### config.mk
export PLATFORM = sky130hd
export DESIGN_NAME = e203_ifu_flush_ctrl_flat
export DESIGN_NICKNAME = d
export VERILOG_FILES = /design/src/rtl/e203_ifu_flush_ctrl_pkg.sv /design/src/rtl/e203_ifu_flush_ctrl_if.sv /design/src/rtl/e203_ifu_flush_ctrl_outs_cnt.sv /design/src/rtl/e203_ifu_flush_ctrl.sv /design/src/flat_wrapper.sv
export SDC_FILE = /design/constraint.sdc
export NUM_CORES = 1
export LEC_CHECK = 0
export BUFFER_PORTS_ARGS = -buffer_cell sky130_fd_sc_hd__buf_4
export CAP_MARGIN = 20
export CORE_UTILIZATION = 43
export CTS_CLUSTER_DIAMETER = 80
export DETAILED_ROUTE_END_ITERATION = 10
export GPL_ROUTABILITY_DRIVEN = 0
export PLACE_DENSITY_LB_ADDON = 0.3
export SYNTH_ARGS = -nofsm -noshare
export SYNTH_HDL_FRONTEND = slang
export SYNTH_SLANG_ARGS = --single-unit
### constraint.sdc
create_clock -name clk -period 3.9 [get_ports clk]
set_input_delay 0.78 -clock clk [delete_from_list [all_inputs] [get_ports clk]]
set_output_delay 0.78 -clock clk [all_outputs]
set_load 0.01 [all_outputs]
### src/rtl/e203_ifu_flush_ctrl_pkg.sv
// Shared constants for the IFU flush controller: FSM encoding, default outstanding depth, counter width helper.
package e203_ifu_flush_pkg;

  typedef enum logic [1:0] {
    FLS_IDLE  = 2'd0,
    FLS_DRAIN = 2'd1,
    FLS_PEND  = 2'd2
  } fls_state_e;

  localparam int OUTS_MAX_DEF = 2;

  // Bits needed to hold 0..n inclusive.
  function automatic int cnt_w(input int n);
    return (n < 1) ? 1 : $clog2(n + 1);
  endfunction

endpackage

### src/rtl/e203_ifu_flush_ctrl_if.sv
// Commit-flush, fetch-handshake and redirect signals of the IFU flush controller.
interface e203_ifu_flush_ctrl_if #(
  parameter int PC_SIZE = 32
);
  logic               flush_req_i;
  logic               flush_ack_o;
  logic [PC_SIZE-1:0] flush_add_op1_i;
  logic [PC_SIZE-1:0] flush_add_op2_i;
  logic               fetch_req_hsk_i;
  logic               fetch_rsp_hsk_i;
  logic               rsp_drop_o;
  logic               ifu_halt_o;
  logic               redirect_valid_o;
  logic               redirect_ready_i;
  logic [PC_SIZE-1:0] redirect_pc_o;

  modport master (
    output flush_req_i, flush_add_op1_i, flush_add_op2_i,
           fetch_req_hsk_i, fetch_rsp_hsk_i, redirect_ready_i,
    input  flush_ack_o, rsp_drop_o, ifu_halt_o, redirect_valid_o, redirect_pc_o
  );

  modport slave (
    input  flush_req_i, flush_add_op1_i, flush_add_op2_i,
           fetch_req_hsk_i, fetch_rsp_hsk_i, redirect_ready_i,
    output flush_ack_o, rsp_drop_o, ifu_halt_o, redirect_valid_o, redirect_pc_o
  );
endinterface

### src/rtl/e203_ifu_flush_ctrl_outs_cnt.sv
// Up/down counter of outstanding IFU fetch requests; exposes the next-cycle value as a snapshot.
module e203_ifu_outs_cnt
  import e203_ifu_flush_pkg::*;
#(
  parameter int OUTS_MAX = OUTS_MAX_DEF,
  localparam int CW = cnt_w(OUTS_MAX)
) (
  input  logic          clk,
  input  logic          rst_n,
  input  logic          inc,
  input  logic          dec,
  output logic [CW-1:0] cnt_next
);

  logic [CW-1:0] cnt;

  assign cnt_next = cnt + {{(CW-1){1'b0}}, inc} - {{(CW-1){1'b0}}, dec};

  always_ff @(posedge clk) begin
    if (!rst_n) begin
      cnt <= '0;
    end else begin
      cnt <= cnt_next;
    end
  end

  // Over/underflow means the fetch side broke its request/response pairing.
  always_ff @(posedge clk) begin
    if (rst_n) begin
      assert (!(inc && !dec && (cnt == CW'(OUTS_MAX))));
      assert (!(dec && !inc && (cnt == '0)));
    end
  end

endmodule

### src/rtl/e203_ifu_flush_ctrl.sv
// IFU flush consumer: accepts commit flushes, drops stale fetch responses, then issues one registered redirect.
// Optional E203_FLUSH_STAT_EN adds flush_cnt_o / drop_cnt_tot_o statistics counters.
module e203_ifu_flush_ctrl
  import e203_ifu_flush_pkg::*;
#(
  parameter int PC_SIZE  = 32,
  parameter int OUTS_MAX = OUTS_MAX_DEF
) (
  input  logic clk,
  input  logic rst_n,
  e203_ifu_flush_ctrl_if.slave bus
`ifdef E203_FLUSH_STAT_EN
  ,
  output logic [31:0] flush_cnt_o,
  output logic [31:0] drop_cnt_tot_o
`endif
);

  localparam int CW = cnt_w(OUTS_MAX);

  fls_state_e         state, state_nxt;
  logic [CW-1:0]      out_cnt_next;
  logic [CW-1:0]      drop_cnt, drop_cnt_next;
  logic [PC_SIZE-1:0] pend_pc, sum, tgt;
  logic               accept, fetch_inc, rsp_drop;

  assign accept    = bus.flush_req_i & rst_n;
  // A fetch racing with the flush belongs to the old stream and is not counted.
  assign fetch_inc = bus.fetch_req_hsk_i & ~bus.flush_req_i;
  assign rsp_drop  = bus.fetch_rsp_hsk_i & rst_n & (drop_cnt != '0);

  assign sum = bus.flush_add_op1_i + bus.flush_add_op2_i;
  assign tgt = {sum[PC_SIZE-1:1], 1'b0};

  e203_ifu_outs_cnt #(.OUTS_MAX(OUTS_MAX)) u_outs_cnt (
    .clk      (clk),
    .rst_n    (rst_n),
    .inc      (fetch_inc),
    .dec      (bus.fetch_rsp_hsk_i),
    .cnt_next (out_cnt_next)
  );

  always_comb begin
    drop_cnt_next = drop_cnt;
    if (accept) begin
      drop_cnt_next = out_cnt_next;
    end else if (rsp_drop) begin
      drop_cnt_next = drop_cnt - CW'(1);
    end
  end

  always_comb begin
    state_nxt = state;
    if (accept) begin
      state_nxt = (drop_cnt_next != '0) ? FLS_DRAIN : FLS_PEND;
    end else begin
      case (state)
        FLS_DRAIN: if ((drop_cnt == CW'(1)) && bus.fetch_rsp_hsk_i) state_nxt = FLS_PEND;
        FLS_PEND:  if (bus.redirect_ready_i) state_nxt = FLS_IDLE;
        default:   state_nxt = state;
      endcase
    end
  end

  always_ff @(posedge clk) begin
    if (!rst_n) begin
      state    <= FLS_IDLE;
      drop_cnt <= '0;
      pend_pc  <= '0;
    end else begin
      state    <= state_nxt;
      drop_cnt <= drop_cnt_next;
      if (accept) begin
        pend_pc <= tgt;
      end
    end
  end

  assign bus.flush_ack_o      = accept;
  assign bus.rsp_drop_o       = rsp_drop;
  assign bus.ifu_halt_o       = (state != FLS_IDLE) | bus.flush_req_i;
  assign bus.redirect_valid_o = (state == FLS_PEND);
  assign bus.redirect_pc_o    = pend_pc;

`ifdef E203_FLUSH_STAT_EN
  always_ff @(posedge clk) begin
    if (!rst_n) begin
      flush_cnt_o    <= '0;
      drop_cnt_tot_o <= '0;
    end else begin
      if (accept)   flush_cnt_o    <= flush_cnt_o + 32'd1;
      if (rsp_drop) drop_cnt_tot_o <= drop_cnt_tot_o + 32'd1;
    end
  end
`endif

endmodule

### src/flat_wrapper.sv
// flat-port wrapper written by rule: the top's interface ports become plain ports
module e203_ifu_flush_ctrl_flat import e203_ifu_flush_pkg::*;
#(
  parameter int PC_SIZE  = 32,
  parameter int OUTS_MAX = OUTS_MAX_DEF
)
  (clk, rst_n, bus_flush_req_i, bus_flush_add_op1_i, bus_flush_add_op2_i, bus_fetch_req_hsk_i, bus_fetch_rsp_hsk_i, bus_redirect_ready_i, bus_flush_ack_o, bus_rsp_drop_o, bus_ifu_halt_o, bus_redirect_valid_o, bus_redirect_pc_o);
  e203_ifu_flush_ctrl_if #(.PC_SIZE(PC_SIZE)) bus_i ();
  input  logic clk;
  input  logic rst_n;
  input wire logic [$bits(bus_i.flush_req_i)-1:0] bus_flush_req_i;
  input wire logic [$bits(bus_i.flush_add_op1_i)-1:0] bus_flush_add_op1_i;
  input wire logic [$bits(bus_i.flush_add_op2_i)-1:0] bus_flush_add_op2_i;
  input wire logic [$bits(bus_i.fetch_req_hsk_i)-1:0] bus_fetch_req_hsk_i;
  input wire logic [$bits(bus_i.fetch_rsp_hsk_i)-1:0] bus_fetch_rsp_hsk_i;
  input wire logic [$bits(bus_i.redirect_ready_i)-1:0] bus_redirect_ready_i;
  output wire logic [$bits(bus_i.flush_ack_o)-1:0] bus_flush_ack_o;
  output wire logic [$bits(bus_i.rsp_drop_o)-1:0] bus_rsp_drop_o;
  output wire logic [$bits(bus_i.ifu_halt_o)-1:0] bus_ifu_halt_o;
  output wire logic [$bits(bus_i.redirect_valid_o)-1:0] bus_redirect_valid_o;
  output wire logic [$bits(bus_i.redirect_pc_o)-1:0] bus_redirect_pc_o;
  assign bus_i.flush_req_i = bus_flush_req_i;
  assign bus_i.flush_add_op1_i = bus_flush_add_op1_i;
  assign bus_i.flush_add_op2_i = bus_flush_add_op2_i;
  assign bus_i.fetch_req_hsk_i = bus_fetch_req_hsk_i;
  assign bus_i.fetch_rsp_hsk_i = bus_fetch_rsp_hsk_i;
  assign bus_i.redirect_ready_i = bus_redirect_ready_i;
  assign bus_flush_ack_o = bus_i.flush_ack_o;
  assign bus_rsp_drop_o = bus_i.rsp_drop_o;
  assign bus_ifu_halt_o = bus_i.ifu_halt_o;
  assign bus_redirect_valid_o = bus_i.redirect_valid_o;
  assign bus_redirect_pc_o = bus_i.redirect_pc_o;
  e203_ifu_flush_ctrl #(.PC_SIZE(PC_SIZE), .OUTS_MAX(OUTS_MAX)) u_core (.clk(clk), .rst_n(rst_n), .bus(bus_i));
endmodule
* After elaboration in Yosys (flattened, before gate mapping) *
Index checks and enable logic that the tools add are counted.
W data, S select, Z words.

word-level totals
  output and inout bits = 36
  input port bits = 70
  bits in registers = 37

cells by class
  multiplexer cells = 7
  bitwise gates (word level) = 6
  eq/ne operators = 5
  add/subtract/negate cells = 4
  reduce and logical (&&, ||, !) cells = 6

operators with widths
  cell                   count
  $add A32 B32 Y32       1
  $mux W2                6
  $reduce_bool A2 Y1     3
  $and A1 B1 Y1          4
  $eq A2 B1 Y1 const B   2
  $pmux W2 S2            1
  $ne A3 B2 Y1 const B   1
  $ne A3 B3 Y1 const B   1
  $reduce_and A3 Y1      1
  $reduce_bool A3 Y1     1
  $add A2 B1 Y2          1
  $eq A2 B2 Y1 const B   1
  $sub A2 B1 Y2          1
  $sub A2 B1 Y2 const B  1
  $logic_and A1 B1 Y1    1
  $not A1 Y1             1
  $or A1 B1 Y1           1

* Logic depth before layout (Yosys ltp) *
Gate-level depths: netlist of the first run.

  word-level depth = 8
  depth in mapped cells = 11
  mapped depth without buffers = 10

* Cells and area by module *
A second synthesis of the first run with hierarchy kept.

second synthesis, totals
  cell total of the unflattened synthesis = 402
  area total of the unflattened synthesis = 3333.2 um^2

by module, submodules not included
  module               cells an instance  instances  area each (um^2)
  e203_ifu_flush_ctrl  390                1          3209.3
  e203_ifu_outs_cnt    12                 1          123.9

* Worst setup path after synthesis of the first run *
Ideal clock, no wire load.

  kind = in2reg
  from = input bus_flush_add_op2_i[0]
  to = register u_core.pend_pc[30] (netlist: u_core.bus.redirect_pc_o[30])
  buffers on the path = 0
  arrival time = 2.787 ns
  data required time = 3.778 ns
  path slack = 0.991 ns
  cell stages on the path = 9
  cells stage by stage = and2_1 > fa_1 > a21oi_1 > o21ai_2 > a2111oi_4 > or3b_1 > a21oi_1 > or2_0 > a221o_1

on the way
  longest elaborated chain between the ends = 1

ends and longest elaborated chain
  what                  RTL line                   RTL
  from (decl)           flat_wrapper.sv:13         input wire logic [$bits(bus_i.flush_add_op2_i)-1:0] bus_flush_add_op2_i;
  $add A32 B32 Y32      e203_ifu_flush_ctrl.sv:32  assign sum = bus.flush_add_op1_i + bus.flush_add_op2_i;
  to (signal assigned)  e203_ifu_flush_ctrl.sv:74  pend_pc <= tgt;
  to (decl)             e203_ifu_flush_ctrl.sv:24  logic [PC_SIZE-1:0] pend_pc, sum, tgt;

Every way passes these cells.
A chain may end at the register's enable or synchronous reset.

* Worst setup path after layout of the first run *
  from = input bus_flush_add_op2_i[8]
  to = register u_core.pend_pc[31] (netlist: u_core.bus.redirect_pc_o[31])

Same word-level chain as after synthesis.

==> impl_metrics.prom, run 1 <==
# TYPE chip_impl_metric gauge
chip_impl_info{name="run_status",value="completed"} 1
chip_impl_metric{name="boundaryPins",unit=""} 106
chip_impl_metric{name="area_of_combinational_cells_with_multiple_inputs",unit="sq um"} 2577
chip_impl_metric{name="seqCellArea",unit="sq um"} 740.7
chip_impl_metric{name="ys_seq_area_share",unit="%"} 21.37
chip_impl_metric{name="floorplan.die_area",unit="sq um"} 8423
chip_impl_metric{name="clkSinkCount",unit=""} 37
chip_impl_metric{name="final_number_of_max_transition_violations",unit=""} 0
chip_impl_metric{name="grt_util_met3",unit="%"} 2.985
chip_impl_metric{name="power.static_leakage",unit="nW"} 1.981
chip_impl_metric{name="post_synth_num_cell_types",unit=""} 62
chip_impl_info{name="ctsRootBufferMaster",value="sky130_fd_sc_hd__clkbuf_8"} 1
chip_impl_metric{name="cts_buffers",unit=""} 5
chip_impl_metric{name="grtUsageMet2",unit="%"} 38.66
chip_impl_metric{name="yosys_warnings",unit=""} 0
chip_impl_metric{name="tightestPinTransition",unit="ns"} 0.8157
chip_impl_info{name="timing.critical_path.max_delay_family",value="compound AO/OA/AOI/OAI gates"} 1
chip_impl_info{name="worstReg2RegStart",value="u_core.state[1]"} 1
chip_impl_info{name="timing_worst_setup_path_type",value="in -> reg"} 1
chip_impl_metric{name="ys_async_sr_fraction",unit="%"} 0
chip_impl_metric{name="powerDensity",unit="nW/um^2"} 302.9
chip_impl_metric{name="placed_cells",unit=""} 634
chip_impl_metric{name="antenna_cells",unit=""} 0
chip_impl_metric{name="design.final.nets",unit=""} 647
chip_impl_metric{name="floorplan.initialDensity",unit="%"} 44.62
chip_impl_metric{name="setup-tns-final",unit="ns"} 0
chip_impl_metric{name="gr-usage-met1",unit="%"} 30.48
chip_impl_metric{name="grt_overflow",unit=""} 0
chip_impl_metric{name="critical_path_buf_inv_count",unit=""} 1
chip_impl_metric{name="detailed_route_via_count",unit=""} 3688
chip_impl_metric{name="pin_count_of_the_biggest_net_entering_global_routing",unit=""} 42
chip_impl_metric{name="detailedRoute.firstIterationViolations",unit=""} 186
chip_impl_info{name="yosys.cell_count.top_type",value="sky130_fd_sc_hd__a21oi_1"} 1
chip_impl_metric{name="critical_path.max_stage_delay",unit="ns"} 0.73
chip_impl_metric{name="setup_viol_count_final",unit=""} 0
chip_impl_metric{name="cp.required",unit="ns"} 4.08
chip_impl_info{name="hp-start",value="u_core.bus.redirect_pc_o[21]"} 1
chip_impl_info{name="synth_top_cell_by_area",value="sky130_fd_sc_hd__dfxtp_1"} 1
chip_impl_metric{name="postRouteAntennaNets",unit=""} 0
chip_impl_metric{name="cts_resized",unit=""} 0
chip_impl_metric{name="max_cap_viol_count",unit=""} 0
chip_impl_metric{name="vias_in_the_first_global_route",unit=""} 3437
chip_impl_metric{name="wire_per_inst",unit="um"} 14.93
chip_impl_metric{name="synth-compound-area-share",unit="%"} 31.52
chip_impl_info{name="critical_path.slowest_cell",value="sky130_fd_sc_hd__a2111oi_0"} 1
chip_impl_metric{name="cts.htree.levels",unit=""} 2
chip_impl_info{name="largest_family_of_logic_cells_by_synthesized_area",value="compound AO/OA/AOI/OAI gates"} 1
chip_impl_info{name="synth_ff_type",value="sky130_fd_sc_hd__dfxtp_1"} 1
chip_impl_metric{name="synth.mux.area_fraction",unit="%"} 2.310
chip_impl_metric{name="drc",unit=""} 0
chip_impl_metric{name="placementRows",unit=""} 32
chip_impl_metric{name="syn_avg_cell_area",unit="sq um"} 7.788
chip_impl_info{name="cp-startpoint",value="bus_flush_add_op2_i[8]"} 1
chip_impl_info{name="tritoncts",value="done"} 1
chip_impl_metric{name="buffers_inserted_during_post_cts_setup_optimization",unit=""} 0
chip_impl_metric{name="worst-endpoint-arrival",unit="ns"} 3.19
chip_impl_info{name="synth_area_leaders",value="sky130_fd_sc_hd__dfxtp_1, sky130_fd_sc_hd__ha_1, sky130_fd_sc_hd__a21oi_1"} 1
chip_impl_metric{name="chip_height",unit="um"} 91.78
chip_impl_metric{name="max-vdd-ir-drop",unit="mV"} 0.1407
chip_impl_metric{name="syn_nets",unit=""} 553
chip_impl_metric{name="utilization",unit="%"} 56.59
chip_impl_metric{name="maxSlewHeadroom",unit="%"} 44.21
chip_impl_metric{name="crit_fanout",unit=""} 6
chip_impl_metric{name="adder_cell_area_share_of_the_yosys_netlist",unit="%"} 13.94
chip_impl_metric{name="ys_seq_elements",unit=""} 37
chip_impl_metric{name="fin_cells",unit=""} 642
chip_impl_metric{name="buffer_ports.inserted",unit=""} 104
chip_impl_info{name="setup_repair_after_global_routing_missed_its_margin",value="no"} 1
chip_impl_metric{name="netlist_instances",unit=""} 445
chip_impl_metric{name="fin_crit_sh",unit="%"} 77.01
chip_impl_metric{name="drt_pre_antenna_iters",unit=""} 5
chip_impl_metric{name="placeableCoreArea",unit="sq um"} 7767
chip_impl_metric{name="netlist_area",unit="sq um"} 3466
chip_impl_metric{name="finalHoldViolCount",unit=""} 0
chip_impl_metric{name="synth_edf_count",unit=""} 0
chip_impl_metric{name="synthXorXnorAreaFrac",unit="%"} 3.538
chip_impl_metric{name="fmax",unit="GHz"} 0.3329
chip_impl_metric{name="clock_tree.buffer_depth",unit=""} 2
chip_impl_info{name="worst_hold_path_type",value="reg -> reg"} 1
chip_impl_info{name="worstPathCellList",value="buf_4 -> ha_1 -> a21oi_1 -> nor2_1 -> a2111oi_0 -> a21oi_1 -> o2111ai_1 -> a21oi_1 -> a211o_1"} 1
chip_impl_metric{name="post_synth_and_or_nand_nor_area_fraction",unit="%"} 22.96
chip_impl_metric{name="antenna_found_initial",unit=""} 0
chip_impl_metric{name="clk_pin_slew",unit="ns"} 0.07
chip_impl_metric{name="route.detailed.vias_per_inst",unit=""} 5.745
chip_impl_info{name="cell_with_the_most_instances_on_the_worst_path",value="sky130_fd_sc_hd__a21oi_1"} 1
chip_impl_metric{name="final.min_clock_period",unit="ns"} 3.004
chip_impl_metric{name="grt_util_all_layers",unit="%"} 22.97
chip_impl_info{name="busiest_layer_in_global_routing",value="met2"} 1
chip_impl_metric{name="routed_wl",unit="um"} 9586
chip_impl_metric{name="floorplan.die.width",unit="um"} 91.78
chip_impl_metric{name="fin_total_pwr",unit="W"} 0.001331
chip_impl_metric{name="layout-drive-gt1-share",unit="%"} 23.89
chip_impl_metric{name="worst_clock_skew",unit="ns"} 0.006171
chip_impl_info{name="post_synth_most_frequent_cells",value="sky130_fd_sc_hd__a21oi_1, sky130_fd_sc_hd__nand2_1, sky130_fd_sc_hd__nor2_1"} 1
chip_impl_info{name="critical_path.endpoint_type",value="flop"} 1
chip_impl_metric{name="syn2layout_area_growth",unit="%"} 26.82
chip_impl_metric{name="layout.filler_cells",unit=""} 749
chip_impl_metric{name="clk_latency",unit="ns"} 0.29
chip_impl_metric{name="place.detailed.hpwl",unit="um"} 7614
chip_impl_metric{name="grt_first_pass_wirelength",unit="um"} 15840
chip_impl_metric{name="synth_top_area_share",unit="%"} 21.37
chip_impl_info{name="critical_path.startpoint_type",value="primary input"} 1
chip_impl_metric{name="hold_buffer_count_at_cts",unit=""} 0
## layer usage
metal | part of all wire [%] | up-vias
met5 | 0 | -
met4 | 1.7 | 0
met3 | 5.6 | 14
met2 | 48 | 130
met1 | 45 | 1707
li1 | - | 1837
## layout by cell type (no fill, tap or decap), types with 4 or more instances in the layout
master	synthesis	layout
sky130_fd_sc_hd__a211oi_1	6	6
sky130_fd_sc_hd__a21o_1	16	16
sky130_fd_sc_hd__a21oi_1	45	45
sky130_fd_sc_hd__and2_1	7	7
sky130_fd_sc_hd__buf_4	1	105
sky130_fd_sc_hd__clkbuf_8	0	7
sky130_fd_sc_hd__dfxtp_1	37	37
sky130_fd_sc_hd__ha_1	37	37
sky130_fd_sc_hd__inv_1	15	15
sky130_fd_sc_hd__mux2i_1	8	8
sky130_fd_sc_hd__nand2_1	43	43
sky130_fd_sc_hd__nand3_1	20	20
sky130_fd_sc_hd__nand3b_1	9	9
sky130_fd_sc_hd__nand4_1	9	9
sky130_fd_sc_hd__nor2_1	40	40
sky130_fd_sc_hd__nor3_1	14	14
sky130_fd_sc_hd__o211ai_1	6	6
sky130_fd_sc_hd__o21a_1	11	11
sky130_fd_sc_hd__o21ai_0	20	20
sky130_fd_sc_hd__o21bai_1	5	5
sky130_fd_sc_hd__o31ai_1	4	4
sky130_fd_sc_hd__or3_1	6	6
sky130_fd_sc_hd__xnor2_1	10	10
sky130_fd_sc_hd__xor2_1	4	4
## final timing paths
kind	cells after the start	end	slack, ns
setup reg to reg	8	u_core.state[1]	2.41
hold reg to reg	2	u_core.bus.redirect_pc_o[21]	0.46
setup / recovery	9	u_core.bus.redirect_pc_o[31]	0.90
hold / removal	2	u_core.bus.redirect_pc_o[21]	0.46
## tightest hold or removal path, cell delays in order (launching register included)
cell	delay, ns
sky130_fd_sc_hd__dfxtp_1	0.31
sky130_fd_sc_hd__nand2_1	0.05
sky130_fd_sc_hd__a21oi_1	0.05
## sequential cells by signal (all words and copies together) (netlist names)
| register | flops |
|---|---|
| u_core.drop_cnt | 2 |
| u_core.state | 2 |
| u_core.u_outs_cnt.cnt | 2 |
| u_core.bus.redirect_pc_o | 31 |
## stage by stage
stage	cell area, sq um	hold slack, ns	setup WS (ns)
floorplan	3466	0.4761	0.9912
global placement	4294	0.4429	0.7419
detailed placement	4294	0.4538	0.6501
CTS	4395	0.4679	0.9648
global route	4395	0.4887	0.7687
finish	4395	0.4645	0.8964
## area by class of cell
class	instances	area share, %
repair buffers	105	17.93
well taps	102	2.903
clock inverters	1	0.1139
inverters	16	1.366
multi-input cells	374	58.64
flip-flops and latches	37	16.85
clock buffers	7	2.192
## logic make-up (layout without fill, tap and decap cells)
logic type / after synthesis / in the layout
AO/OA/AOI/OAI: 150 / 150
other: 1 / 1
flip-flops: 37 / 37
multiplexers: 8 / 8
XOR/XNOR: 14 / 14
AND/OR/NAND/NOR: 163 / 163
buffers and inverters: 34 / 129
adder cells (fa/ha/maj): 38 / 38
## where the power goes
part	total, W	leakage, nW	switching (W)	internal, W
sequential	0.000449	0.306	0.0000264	0.000422
clock	0.000296	0.0542	0.000137	0.000160
combinational	0.000586	1.62	0.000315	0.000272
Note: power is estimated with default switching activity, not from simulation.
==> inputs of run 2 (changes only) <==
- clock period: 3.9 -> 2.8 ns (I/O delays scaled with it)
==> run 2 against run 1 <==
Against the previous run:
- register-to-register slack worse by 1.1 ns
- die area stayed put
- sequential share of layout area is 0.57 points lower
- worst setup slack worse by 0.80 ns
- count of clock-buffer cells in the layout is 2 lower
- non-clock buffer count is 22 higher
- critical path depth is 2 higher
- critical endpoint unchanged
==> impl_metrics.prom, run 2 (synthesis results as in run 1) <==
# TYPE chip_impl_metric gauge
chip_impl_info{name="run_status",value="completed"} 1
chip_impl_metric{name="chip_height",unit="um"} 91.78
chip_impl_metric{name="finalHoldViolCount",unit=""} 0
chip_impl_metric{name="detailed_route_via_count",unit=""} 3699
chip_impl_metric{name="antenna_found_initial",unit=""} 0
chip_impl_metric{name="buffers_inserted_during_post_cts_setup_optimization",unit=""} 0
chip_impl_metric{name="design.final.nets",unit=""} 669
chip_impl_metric{name="placeableCoreArea",unit="sq um"} 7767
chip_impl_info{name="worstPathCellList",value="buf_4 -> ha_1 -> buf_4 -> nand2_1 -> nor2_1 -> a2111oi_0 -> buf_4 -> a21oi_1 -> o2111ai_1 -> a21oi_1 -> a211o_1"} 1
chip_impl_metric{name="max-vdd-ir-drop",unit="mV"} 0.1884
chip_impl_metric{name="final_number_of_max_transition_violations",unit=""} 0
chip_impl_metric{name="clk_pin_slew",unit="ns"} 0.08
chip_impl_info{name="ctsRootBufferMaster",value="sky130_fd_sc_hd__clkbuf_8"} 1
chip_impl_metric{name="cts_resized",unit=""} 0
chip_impl_metric{name="syn2layout_area_growth",unit="%"} 31.30
chip_impl_metric{name="timing.final.ws_setup",unit="ns"} 0.09900
chip_impl_metric{name="largest_register_ff_count",unit=""} 31
chip_impl_metric{name="drc",unit=""} 0
chip_impl_info{name="timing.critical_path.max_delay_family",value="compound AO/OA/AOI/OAI gates"} 1
chip_impl_info{name="cell_with_the_most_instances_on_the_worst_path",value="sky130_fd_sc_hd__buf_4"} 1
chip_impl_metric{name="vias_in_the_first_global_route",unit=""} 3474
chip_impl_metric{name="wire_per_inst",unit="um"} 14.13
chip_impl_metric{name="critical_path_buf_inv_count",unit=""} 3
chip_impl_metric{name="grt_util_all_layers",unit="%"} 22.53
chip_impl_metric{name="hold_buffer_count_at_cts",unit=""} 0
chip_impl_metric{name="whs_path_depth",unit=""} 2
chip_impl_metric{name="drt_pre_antenna_iters",unit=""} 4
chip_impl_metric{name="cts_buffers",unit=""} 5
chip_impl_info{name="timing_worst_setup_path_type",value="in -> reg"} 1
chip_impl_metric{name="crit_fanout",unit=""} 5
chip_impl_metric{name="critical_path.max_stage_delay",unit="ns"} 0.57
chip_impl_metric{name="final.min_clock_period",unit="ns"} 2.701
chip_impl_metric{name="crit_cells",unit=""} 11
chip_impl_info{name="most_frequent_cells_in_the_layout",value="sky130_fd_sc_hd__buf_4, sky130_fd_sc_hd__a21oi_1, sky130_fd_sc_hd__nand2_1"} 1
chip_impl_metric{name="floorplan.die_area",unit="sq um"} 8423
chip_impl_metric{name="setup_viol_count_final",unit=""} 0
chip_impl_metric{name="detailedRoute.firstIterationViolations",unit=""} 195
chip_impl_metric{name="max_cap_viol_count",unit=""} 0
chip_impl_metric{name="placementRows",unit=""} 32
chip_impl_info{name="setup_repair_after_global_routing_missed_its_margin",value="no"} 1
chip_impl_metric{name="worst_clock_skew",unit="ns"} 0.003346
chip_impl_info{name="critical_path.slowest_cell",value="sky130_fd_sc_hd__a2111oi_0"} 1
chip_impl_metric{name="maxSlewHeadroom",unit="%"} 54.81
chip_impl_metric{name="power.static_leakage",unit="nW"} 2.079
chip_impl_metric{name="floorplan.initialDensity",unit="%"} 44.62
chip_impl_metric{name="utilization",unit="%"} 58.59
chip_impl_metric{name="cts.htree.levels",unit=""} 2
chip_impl_info{name="layout_commonest_cell",value="sky130_fd_sc_hd__buf_4"} 1
chip_impl_info{name="tritoncts",value="done"} 1
chip_impl_metric{name="antenna_cells",unit=""} 0
chip_impl_metric{name="pin_count_of_the_biggest_net_entering_global_routing",unit=""} 28
chip_impl_metric{name="fin_crit_sh",unit="%"} 96.46
chip_impl_info{name="worstReg2RegEnd",value="u_core.state[1]"} 1
chip_impl_metric{name="rrSetupSlack",unit="ns"} 1.32
chip_impl_metric{name="clk_latency",unit="ns"} 0.29
chip_impl_info{name="worst_hold_path_type",value="reg -> reg"} 1
chip_impl_metric{name="post_placement_worst_setup_slack",unit="ns"} -0.1009
chip_impl_metric{name="clkSinkCount",unit=""} 37
chip_impl_metric{name="route.detailed.vias_per_inst",unit=""} 5.571
chip_impl_metric{name="boundaryPins",unit=""} 106
chip_impl_metric{name="routed_wl",unit="um"} 9382
chip_impl_metric{name="place.detailed.hpwl",unit="um"} 7616
chip_impl_metric{name="postRouteAntennaNets",unit=""} 0
chip_impl_info{name="critical_path.endpoint_type",value="flop"} 1
chip_impl_metric{name="fmax",unit="GHz"} 0.3702
chip_impl_info{name="worstReg2RegStart",value="u_core.state[0]"} 1
chip_impl_metric{name="worst-endpoint-arrival",unit="ns"} 2.88
chip_impl_info{name="hp-start",value="u_core.bus.redirect_pc_o[18]"} 1
chip_impl_metric{name="cp.required",unit="ns"} 2.98
chip_impl_metric{name="layout-drive-gt1-share",unit="%"} 26.87
chip_impl_metric{name="grt_overflow",unit=""} 0
chip_impl_metric{name="powerDensity",unit="nW/um^2"} 406.4
chip_impl_metric{name="grt_first_pass_wirelength",unit="um"} 15810
chip_impl_info{name="worst_hold_path.endpoint",value="u_core.bus.redirect_pc_o[18]"} 1
chip_impl_info{name="critical_path.startpoint_type",value="primary input"} 1
chip_impl_metric{name="r2r.worst_path.cells",unit=""} 9
chip_impl_metric{name="buffer_ports.inserted",unit=""} 104
chip_impl_metric{name="clock_tree.buffer_depth",unit=""} 2
chip_impl_metric{name="floorplan.die.width",unit="um"} 91.78
chip_impl_metric{name="tightestPinTransition",unit="ns"} 0.6608
## run 2: cell count changes in the layout (fill, tap and decap cells not counted), sizes merged
cell	previous run	this run
clkinv	2	4
clkbuf	7	5
buf	105	127
## run 2: how the worst max path moves through the flow
stage | startpoint | to | slack (ns)
after floorplan | bus_flush_add_op2_i[0] | u_core.bus.redirect_pc_o[30] | 0.11
after global placement | bus_flush_add_op2_i[8] | u_core.bus.redirect_pc_o[31] | -0.13
after detailed placement | bus_flush_add_op2_i[8] | u_core.bus.redirect_pc_o[31] | -0.10
after CTS | bus_flush_add_op2_i[8] | u_core.bus.redirect_pc_o[31] | 0.19
after global routing | bus_flush_add_op2_i[8] | u_core.bus.redirect_pc_o[31] | 0.0006
final | bus_flush_add_op2_i[8] | u_core.bus.redirect_pc_o[31] | 0.1
## run 2: worst register-to-register path, stage by stage, from the launching register on
cell and delay, ns:
sky130_fd_sc_hd__dfxtp_1 0.35, sky130_fd_sc_hd__inv_1 0.08, sky130_fd_sc_hd__ha_1 0.23, sky130_fd_sc_hd__inv_1 0.06, sky130_fd_sc_hd__o21ai_0 0.07, sky130_fd_sc_hd__a21oi_1 0.21, sky130_fd_sc_hd__nor2_1 0.07, sky130_fd_sc_hd__a211oi_1 0.22
sky130_fd_sc_hd__a21oi_1 0.06, sky130_fd_sc_hd__nor2_1 0.08
## run 2: routing by layer
layer	vias up	track usage (%)	share of wire (%)
li1	1886	-	-
met1	1684	30.56	47
met2	119	38.16	47
met3	10	2.488	5.4
met4	0	5.469	1.3
met5	-	0	0
## run 2: power by group
| group | leakage [nW] | total (W) | switching, W | internal [W] |
|---|---|---|---|---|
| clock | 0.0481 | 0.000373 | 0.000197 | 0.000176 |
| sequential | 0.306 | 0.000626 | 0.0000374 | 0.000588 |
| combinational | 1.72 | 0.000850 | 0.000443 | 0.000408 |
## run 2: per-stage QoR
step | setup TNS [ns] | hold slack [ns] | power (W) | std cells | cell area [sq um]
floorplan | 0 | 0.4761 | 0.001168 | 445 | 3466
global placement | -0.1258 | 0.4427 | 0.001461 | 656 | 4459
detailed placement | -0.1780 | 0.4505 | 0.001481 | 656 | 4459
CTS | 0 | 0.4603 | 0.001857 | 664 | 4551
global route | 0 | 0.4724 | 0.001979 | 664 | 4551
finish | 0 | 0.4572 | 0.001849 | 664 | 4551
## run 2: area by class of cell
cell class	count	area (sq um)
multi-input combinational	374	2577
inverter	16	60.06
clock buffer	5	68.82
tap	102	127.6
fill	728	3217
clock inverter	3	22.52
timing repair buffer	127	953.4
sequential	37	740.7
==> inputs of run 3 (changes only) <==
- REMOVE_ABC_BUFFERS: unset -> 1
==> run 3 against run 2 <==
Against the previous run:
- fmax increased by 4.6%
- critical path type unchanged
- sequential share of layout area decreased by 0.076 points
- largest cell class unchanged
- non-clock buffer count decreased by 1
- wire length increased by 2.1%
- via count decreased by 0.51%
- sequential power decreased by 0.6%
- largest power group unchanged
- power increased by 6.5%
- final area increased by 0.47%
- first-iteration DRC count increased by 34%
- clock power increased by 34%
- critical path depth decreased by 1
==> impl_metrics.prom, run 3 (synthesis results as in run 1) <==
# TYPE chip_impl_metric gauge
chip_impl_metric{name="cts_resized",unit=""} 0
chip_impl_metric{name="comb_power_share",unit="%"} 43.0
chip_impl_metric{name="placed_cells",unit=""} 655
chip_impl_metric{name="power.static_leakage",unit="nW"} 2.085
chip_impl_metric{name="grt_util_all_layers",unit="%"} 23.06
chip_impl_metric{name="buffer_ports.inserted",unit=""} 104
chip_impl_metric{name="clk_latency",unit="ns"} 0.29
chip_impl_metric{name="detailed_route_via_count",unit=""} 3680
chip_impl_metric{name="finalHoldViolCount",unit=""} 0
chip_impl_metric{name="wire_per_inst",unit="um"} 14.44
chip_impl_metric{name="vias_in_the_first_global_route",unit=""} 3424
chip_impl_metric{name="timing.final.ws_setup",unit="ns"} 0.2187
chip_impl_metric{name="fin_crit_sh",unit="%"} 92.19
chip_impl_metric{name="boundaryPins",unit=""} 106
chip_impl_info{name="run_status",value="completed"} 1
chip_impl_info{name="hp-start",value="u_core.bus.redirect_pc_o[19]"} 1
chip_impl_metric{name="floorplan.die_area",unit="sq um"} 8423
chip_impl_metric{name="route.detailed.vias_per_inst",unit=""} 5.551
chip_impl_metric{name="post_placement_worst_setup_slack",unit="ns"} -0.06817
chip_impl_metric{name="clock_tree.buffer_depth",unit=""} 2
chip_impl_info{name="most_frequent_cells_in_the_layout",value="sky130_fd_sc_hd__buf_4, sky130_fd_sc_hd__a21oi_1, sky130_fd_sc_hd__nand2_1"} 1
chip_impl_metric{name="clk_pin_slew",unit="ns"} 0.08
chip_impl_metric{name="p_int",unit="W"} 0.001285
chip_impl_metric{name="tightestPinTransition",unit="ns"} 0.5577
chip_impl_metric{name="worst-endpoint-arrival",unit="ns"} 2.77
chip_impl_metric{name="chip_height",unit="um"} 91.78
chip_impl_metric{name="max_cap_viol_count",unit=""} 0
chip_impl_metric{name="p_sw",unit="W"} 0.0006836
chip_impl_metric{name="pwr-share-clk",unit="%"} 25.4
chip_impl_info{name="ctsRootBufferMaster",value="sky130_fd_sc_hd__clkbuf_8"} 1
chip_impl_metric{name="pin_count_of_the_biggest_net_entering_global_routing",unit=""} 28
chip_impl_metric{name="p_sw_share",unit="%"} 34.72
chip_impl_metric{name="antenna_found_initial",unit=""} 0
chip_impl_metric{name="area_of_combinational_cells_with_multiple_inputs",unit="sq um"} 2577
chip_impl_metric{name="antenna_cells",unit=""} 0
chip_impl_metric{name="seqPwrFrac",unit="%"} 31.6
chip_impl_metric{name="fin_area",unit="sq um"} 4572
chip_impl_metric{name="detailedRoute.firstIterationViolations",unit=""} 262
chip_impl_metric{name="placeableCoreArea",unit="sq um"} 7767
chip_impl_metric{name="drc",unit=""} 0
chip_impl_info{name="tritoncts",value="done"} 1
chip_impl_metric{name="routed_length_on_met1",unit="um"} 4393
chip_impl_metric{name="final_number_of_max_transition_violations",unit=""} 0
chip_impl_metric{name="grt_overflow",unit=""} 0
chip_impl_metric{name="layout.filler_cells",unit=""} 746
chip_impl_metric{name="max-vdd-ir-drop",unit="mV"} 0.2170
chip_impl_metric{name="floorplan.initialDensity",unit="%"} 44.62
chip_impl_metric{name="maxSlewHeadroom",unit="%"} 61.86
chip_impl_metric{name="worst_clock_skew",unit="ns"} 0.001353
chip_impl_info{name="layout_commonest_cell",value="sky130_fd_sc_hd__buf_4"} 1
chip_impl_metric{name="placementRows",unit=""} 32
chip_impl_metric{name="powerDensity",unit="nW/um^2"} 430.7
chip_impl_metric{name="setup_viol_count_final",unit=""} 0
chip_impl_metric{name="fin_cells",unit=""} 663
chip_impl_metric{name="final.min_clock_period",unit="ns"} 2.581
chip_impl_metric{name="grt_first_pass_wirelength",unit="um"} 15650
chip_impl_metric{name="routed_wl",unit="um"} 9576
chip_impl_metric{name="largest_register_ff_count",unit=""} 31
chip_impl_metric{name="layout-drive-gt1-share",unit="%"} 26.74
chip_impl_metric{name="hold_buffer_count_at_cts",unit=""} 0
chip_impl_info{name="setup_repair_after_global_routing_missed_its_margin",value="no"} 1
chip_impl_metric{name="design.final.nets",unit=""} 668
chip_impl_metric{name="fmax",unit="GHz"} 0.3874
chip_impl_metric{name="fin_total_pwr",unit="W"} 0.001969
chip_impl_metric{name="buffers_inserted_during_post_cts_setup_optimization",unit=""} 0
chip_impl_metric{name="postRouteAntennaNets",unit=""} 0
chip_impl_metric{name="syn2layout_area_growth",unit="%"} 31.91
chip_impl_metric{name="worst_hold_slack",unit="ns"} 0.4610
chip_impl_metric{name="wl_met2",unit="um"} 4598
chip_impl_info{name="cp-startpoint",value="bus_flush_add_op2_i[0]"} 1
chip_impl_info{name="timing_worst_setup_path_type",value="in -> reg"} 1
chip_impl_info{name="worst_hold_path_type",value="reg -> reg"} 1
chip_impl_metric{name="met3_length",unit="um"} 469
chip_impl_metric{name="drt_pre_antenna_iters",unit=""} 4
chip_impl_metric{name="cts.htree.levels",unit=""} 2
chip_impl_info{name="critical_path.endpoint_type",value="flop"} 1
chip_impl_metric{name="postPlaceCellArea",unit="sq um"} 4452
chip_impl_metric{name="place.detailed.hpwl",unit="um"} 7612
chip_impl_info{name="worstReg2RegStart",value="u_core.state[0]"} 1
chip_impl_metric{name="cp.required",unit="ns"} 2.99
chip_impl_metric{name="floorplan.die.width",unit="um"} 91.78
chip_impl_info{name="critical_path.startpoint_type",value="primary input"} 1
chip_impl_metric{name="clkSinkCount",unit=""} 37
chip_impl_info{name="topRoutingLayerUsed",value="met4"} 1
chip_impl_metric{name="seqCellArea",unit="sq um"} 740.7
chip_impl_metric{name="cts_buffers",unit=""} 5
chip_impl_metric{name="crit_fanout",unit=""} 2
## run 3: metal layers
| layer | vias to the layer above | GRT usage [%] |
|---|---|---|
| li1 | 1875 | - |
| met1 | 1689 | 29.75 |
| met2 | 107 | 40.10 |
| met3 | 9 | 3.400 |
| met4 | 0 | 5.990 |
| met5 | - | 0 |
## run 3: area by class of cell
| type | count | area share, % |
|---|---|---|
| Clock buffer | 6 | 1.806 |
| Clock inverter | 2 | 0.8210 |
| Inverter | 16 | 1.314 |
| Multi-Input combinational cell | 374 | 56.38 |
| Sequential cell | 37 | 16.20 |
| Tap cell | 102 | 2.791 |
| Timing Repair Buffer | 126 | 20.69 |
## run 3: worst max-delay path, cell delays in order
cell,delay (ns)
sky130_fd_sc_hd__buf_4,0.11
sky130_fd_sc_hd__and2_1,0.17
sky130_fd_sc_hd__fa_1,0.39
sky130_fd_sc_hd__a21oi_1,0.25
sky130_fd_sc_hd__o21ai_2,0.11
sky130_fd_sc_hd__a2111oi_4,0.38
sky130_fd_sc_hd__or3b_1,0.20
sky130_fd_sc_hd__a21oi_1,0.08
sky130_fd_sc_hd__or2_0,0.22
sky130_fd_sc_hd__a221o_1,0.29
## run 3: power by group through the flow
stage	sequential (W)	combinational, W	clock [W]
after floorplan	0.000650	0.000499	0
after global placement	0.000634	0.000825	0
after detailed placement	0.000634	0.000840	0
after CTS	0.000622	0.000845	0.000509
after global routing	0.000629	0.000939	0.000530
final	0.000622	0.000848	0.000500
## run 3: path summary, 6_finish.rpt
check	end	depth (start not counted)	slack (ns)
max	u_core.bus.redirect_pc_o[30]	10	0.22
max reg2reg	u_core.state[1]	9	1.32
min reg2reg	u_core.bus.redirect_pc_o[19]	2	0.46
min	u_core.bus.redirect_pc_o[19]	2	0.46
## run 3: per-stage QoR
stage,TNS [ns],util (%)
global placement,-0.008719,57.31
finish,0,58.86
CTS,0,58.86
floorplan,0,-
global route,0,58.86
detailed placement,-0.07609,57.31
